<file path="config.mk">
export PLATFORM = sky130hd
export DESIGN_NAME = fetch_stage
export DESIGN_NICKNAME = d
export VERILOG_FILES = /design/src/rtl/fetch_stage_pkg.sv /design/src/rtl/fetch_stage_if_id_reg.sv /design/src/rtl/fetch_stage.sv
export SDC_FILE = /design/constraint.sdc
export NUM_CORES = 1
export LEC_CHECK = 0
export ABC_AREA = 1
export CORE_MARGIN = 4
export CORE_UTILIZATION = 45
export DETAILED_ROUTE_END_ITERATION = 10
export PLACE_DENSITY = 0.78
export SYNTH_ARGS = -nofsm -noshare
export SYNTH_HDL_FRONTEND = slang
export SYNTH_HIERARCHICAL = 1
export SYNTH_SLANG_ARGS = --single-unit
</file>
<file path="constraint.sdc">
create_clock -name clk -period 2.9 [get_ports clk]
set_input_delay 0.87 -clock clk [delete_from_list [all_inputs] [get_ports clk]]
set_output_delay 0.87 -clock clk [all_outputs]
set_load 0.03 [all_outputs]
</file>
<file path="src/rtl/fetch_stage_pkg.sv">
// Shared encodings for the instruction-fetch stage: FSM states and the
// architectural constants the stage and its IF/ID register agree on.
package fetch_stage_pkg;

  typedef enum logic {
    RUN    = 1'b0,
    HALTED = 1'b1
  } fstate_t;

  localparam logic [31:0] HALT_WORD_C = 32'hFFFF_FFFF;
  localparam logic [31:0] RESET_PC_C  = 32'h0000_0000;
  localparam logic [31:0] NOP         = 32'h0000_0000;

endpackage

</file>
<file path="src/rtl/fetch_stage_if_id_reg.sv">
// IF/ID pipeline register: clear wins over enable, async reset to a bubble.
module if_id_reg
  import fetch_stage_pkg::*;
(
  input  logic        clk,
  input  logic        reset,
  input  logic        en,
  input  logic        clr,
  input  logic [31:0] d_instr,
  input  logic [31:0] d_pc_plus4,
  input  logic        d_valid,
  output logic [31:0] instr,
  output logic [31:0] pc_plus4,
  output logic        valid
);

  always_ff @(posedge clk or posedge reset) begin
    if (reset) begin
      instr    <= NOP;
      pc_plus4 <= 32'h0;
      valid    <= 1'b0;
    end else if (clr) begin
      instr    <= NOP;
      pc_plus4 <= 32'h0;
      valid    <= 1'b0;
    end else if (en) begin
      instr    <= d_instr;
      pc_plus4 <= d_pc_plus4;
      valid    <= d_valid;
    end
  end

endmodule

</file>
<file path="src/rtl/fetch_stage.sv">
// Fetch stage: PC register and next-PC mux, run/halt FSM, IF/ID register
// and a count of valid instructions handed to Decode.
module fetch_stage
  import fetch_stage_pkg::*;
#(
  parameter logic [31:0] RESET_PC   = RESET_PC_C,
  parameter int          IMEM_WORDS = 1024,
  parameter logic [31:0] HALT_WORD  = HALT_WORD_C
) (
  input  logic        clk,
  input  logic        reset,
  output logic [31:0] imem_addr,
  input  logic [31:0] imem_rd,
  input  logic        stall_f,
  input  logic        stall_d,
  input  logic        flush_d,
  input  logic        pc_src_d,
  input  logic [31:0] pc_branch_d,
  input  logic        jump_d,
  input  logic [31:0] pc_jump_d,
  output logic [31:0] pc_f,
  output logic [31:0] instr_d,
  output logic [31:0] pc_plus4_d,
  output logic        valid_d,
  output logic        halted,
  output logic        addr_err,
  output logic [31:0] fetch_count
);

  localparam logic [30:0] WORD_LIM = 31'(IMEM_WORDS);

  fstate_t     state, state_nxt;
  logic [31:0] pc_nxt, pc_plus4_f;
  logic        fault_f, redirect, halt_go, load_ok, ifid_fill;

  assign imem_addr  = pc_f;
  assign pc_plus4_f = pc_f + 32'd4;
  assign fault_f    = (state == RUN) &&
                      ((pc_f[1:0] != 2'b00) || ({1'b0, pc_f[31:2]} >= WORD_LIM));
  assign redirect   = !stall_f && (jump_d || pc_src_d);
  // Halt/fault only counts on a quiet cycle; with a redirect the fetch is wrong-path.
  assign halt_go    = (state == RUN) && !stall_f && !redirect && !stall_d && !flush_d &&
                      (fault_f || (imem_rd == HALT_WORD));
  assign load_ok    = (state == RUN) && !fault_f;
  assign ifid_fill  = !flush_d && !stall_d && load_ok;
  assign halted     = (state == HALTED);

  always_comb begin
    state_nxt = state;
    pc_nxt    = pc_f;
    if (state == RUN) begin
      if (stall_f)       pc_nxt = pc_f;
      else if (jump_d)   pc_nxt = pc_jump_d;
      else if (pc_src_d) pc_nxt = pc_branch_d;
      else if (halt_go)  pc_nxt = pc_f;
      else               pc_nxt = pc_plus4_f;
      if (halt_go) state_nxt = HALTED;
    end
  end

  always_ff @(posedge clk or posedge reset) begin
    if (reset) begin
      state       <= RUN;
      pc_f        <= RESET_PC;
      addr_err    <= 1'b0;
      fetch_count <= 32'h0;
    end else begin
      state <= state_nxt;
      pc_f  <= pc_nxt;
      if (halt_go && fault_f) addr_err <= 1'b1;
      if (ifid_fill) fetch_count <= fetch_count + 32'd1;
    end
  end

  if_id_reg u_if_id (
    .clk        (clk),
    .reset      (reset),
    .en         (!stall_d),
    .clr        (flush_d),
    .d_instr    (load_ok ? imem_rd : NOP),
    .d_pc_plus4 (load_ok ? pc_plus4_f : 32'h0),
    .d_valid    (load_ok),
    .instr      (instr_d),
    .pc_plus4   (pc_plus4_d),
    .valid      (valid_d)
  );

endmodule

</file>
==> flow_summary.yaml <==
drt:
  via_per_inst: 4.97
  vias: 8594
  ant_nets: 0
  drt_first_iter_violations: 603
  drtPass1Iterations: 5
  drc: 0
  routed_wl_microns: 26000
  drt-wirelength-per-cell_microns: 15.0
worst_setup_path:
  r2r_cells: 6
  cp_slowest_cell: "clkdlybuf4s50_1"
  cp.depth: 1
  crit_required_ps: 2030
  crit_fanout: 10
  end_kind: "output pin"
  start_kind: "register"
  reg2reg_from: "fetch_count[0]"
  reg2reg_slack_ps: 700
  critPathCapture: "fetch_count[0]"
  critPathBufInv: 1
  slowest_delay_ps: 770
  cp_cell_sequence: "clkdlybuf4s50_1"
  worstPathArrival_ps: 1740
  path_class: "register to output pin"
  path_delay_family: "buffers and inverters"
  worstReg2RegEnd: "fetch_count[16]"
  critPathLaunch: "fetch_count[0]"
timing:
  drv_slew: 0
  worst_pin_slew_ps: 1130
  rsz0062_at_grt: "no"
  worst_slack_ps: 292
  min_period_ps: 2610
  finalClockSkew_ps: 10.0
  post-route-period-util_pct: 89.9
  finalHoldViolCount: 0
  fmax_mhz: 384
  tns_ps: 0
  finalSetupViolations: 0
  slew_headroom_pct: 24.5
  hold_slack_ps: 468
cts:
  clock-root-buffer: "clkbuf_16"
  path_clk_slew_ps: 60
  post-cts-setup-buffers: 0
  numClockSinks: 131
  cts_tree: "built"
  htree_levels: 4
  hold_buffers: 0
  cts-buffers-inserted: 17
  cts_buffer_depth: 2
  post_cts_resized: 0
  clock_latency_ps: 420
synth:
  yosys_warnings: 6
  netlist_area_sq_um: 8240
  avgSynthCellArea_sq_um: 6.63
  synthCells: 1243
  synth_cell_types: 33
  ys_seq_area_share_pct: 39.8
  synth-seq-cells: 131
power:
  peakVddDrop_mv: 0.405
  leakage_uw: 0.00558
  powerDensity_nw_per_um2: 433
  total_power_uw: 5000
layout:
  drive_gt1_share_pct: 4.40
  area_growth_pct: 40.2
  mostFrequentLayoutCell: "nand2_1"
  antenna_cells: 0
  nNetsFinal: 1593
  layout.cells.most_common_list: "nand2_1 (533), clkdlybuf4s50_1 (265), nor2_1 (144), dfrtp_1 (131), inv_1 (117)"
  final_cells: 1729
floorplanning:
  die_w_microns: 143
  fp.dieH_microns: 143
  io_pins: 266
  dieArea_sq_um: 20500
  core_area_sq_um: 18000
  initial_core_util_pct: 45.9
  rows: 49
global_routing:
  grt-ovfl-total: 0
  grt_usage_pct: 25.2
  grt_max_degree: 66
  grt_pass1_wl_microns: 41500
  antenna_found_initial: 0
  grt_pass1_vias: 8035
place:
  placed_cells: 1697
  gp_congestion: 0.971
  port_buffers: 265
  pre_cts_ws_ps: 5.07
  dp_hpwl_microns: 19600
outcome:
  status: "finished clean"
min_path:
  hold-path-cell-count: 2
  hp-class: "register to register"
run:
  max_cap_violations: 0
kinds of logic after synthesis:
logic type | Yosys count | synth area share, %
xor gates and xnor gates | 26 | 2.76
buffers and inverters | 202 | 11.8
DFF | 131 | 39.8
and+or+nand+nor | 828 | 40.9
other | 1 | 0.0455
AOI/OAI and AO/OA | 52 | 4.27
adders and majority gates | 3 | 0.456
synthesized netlist by cell type:
cell      number  area [sq um]
a21oi_1        3          15.0
a221oi_1       2          17.5
a22o_1        21           184
a22oi_1        2          15.0
buf_1          2          7.51
buf_2         17          85.1
buf_4         46           345
buf_6          2          22.5
clkbuf_1      12          45.0
conb_1         1          3.75
dfrtp_1      131          3280
ha_1           3          37.5
inv_1        121           454
inv_2          1          3.75
inv_4          1          6.26
nand2_1      533          2000
nand2_2        1          6.26
nand3_1      106           531
nand3_4        1          17.5
nand3b_1       7          52.6
nand4_1        4          25.0
nand4_4        1          21.3
nor2_1       147           552
nor2_2         2          12.5
nor2_4         1          11.3
nor3_1        22           110
nor3_2         1          10.0
nor3_4         1          16.3
o21ai_0       12          60.1
o21ai_1       12          60.1
or2_1          1          6.26
xnor2_1        8          70.1
xor2_1        18           158
stage by stage:
step           utilization, %  instance area, sq um
6_report                 64.3                 11600
3_5_place_dp             60.9                 10900
5_1_grt                  64.3                 11600
2_1_floorplan               -                  8320
3_3_place_gp             60.9                 10900
4_1_cts                  64.3                 11600
state kept, by name (all words and copies together), names as in the netlist:
| name | count |
|---|---|
| addr_err | 1 |
| fetch_count | 32 |
| halted | 1 |
| imem_addr | 32 |
| u_if_id/instr | 32 |
| u_if_id/pc_plus4 | 32 |
| u_if_id/valid | 1 |
where the power goes:
group          internal, uW  switching [uW]
Clock                  1400             840
Combinational           353             448
Sequential             1880            78.0
Total                  3630            1370
tightest hold or removal path, stage by stage (launching register included):
cell,delay [ps]
dfrtp_1,340
nand2_1,50
nand2_1,40
layout make-up:
type | count | area [sq um]
Clock buffer | 21 | 460
Clock inverter | 11 | 150
Fill cell | 1661 | 6410
Inverter | 123 | 464
Multi-Input combinational cell | 930 | 4080
Sequential cell | 131 | 3280
Tap cell | 229 | 287
Timing Repair Buffer | 284 | 2830
layer usage:
| layer | GRT usage, % | share of wire, % |
|---|---|---|
| met5 | 0 | 0 |
| met4 | 7.93 | 2.4 |
| met3 | 5.12 | 8.2 |
| met2 | 40.9 | 47 |
| met1 | 34.3 | 42 |
how the worst min path moves through the flow:
| stage | from | endpoint | slack (ps) |
|---|---|---|---|
| 2_1_floorplan | addr_err | addr_err | 640 |
| 3_3_place_gp | addr_err | addr_err | 450 |
| 3_5_place_dp | u_if_id/instr[22] | u_if_id/instr[22] | 460 |
| 4_1_cts | u_if_id/pc_plus4[15] | u_if_id/pc_plus4[15] | 470 |
| 5_1_grt | u_if_id/pc_plus4[21] | u_if_id/pc_plus4[21] | 480 |
| 6_report | u_if_id/pc_plus4[9] | u_if_id/pc_plus4[9] | 470 |
No activity file was read; power rests on OpenSTA's default activity.
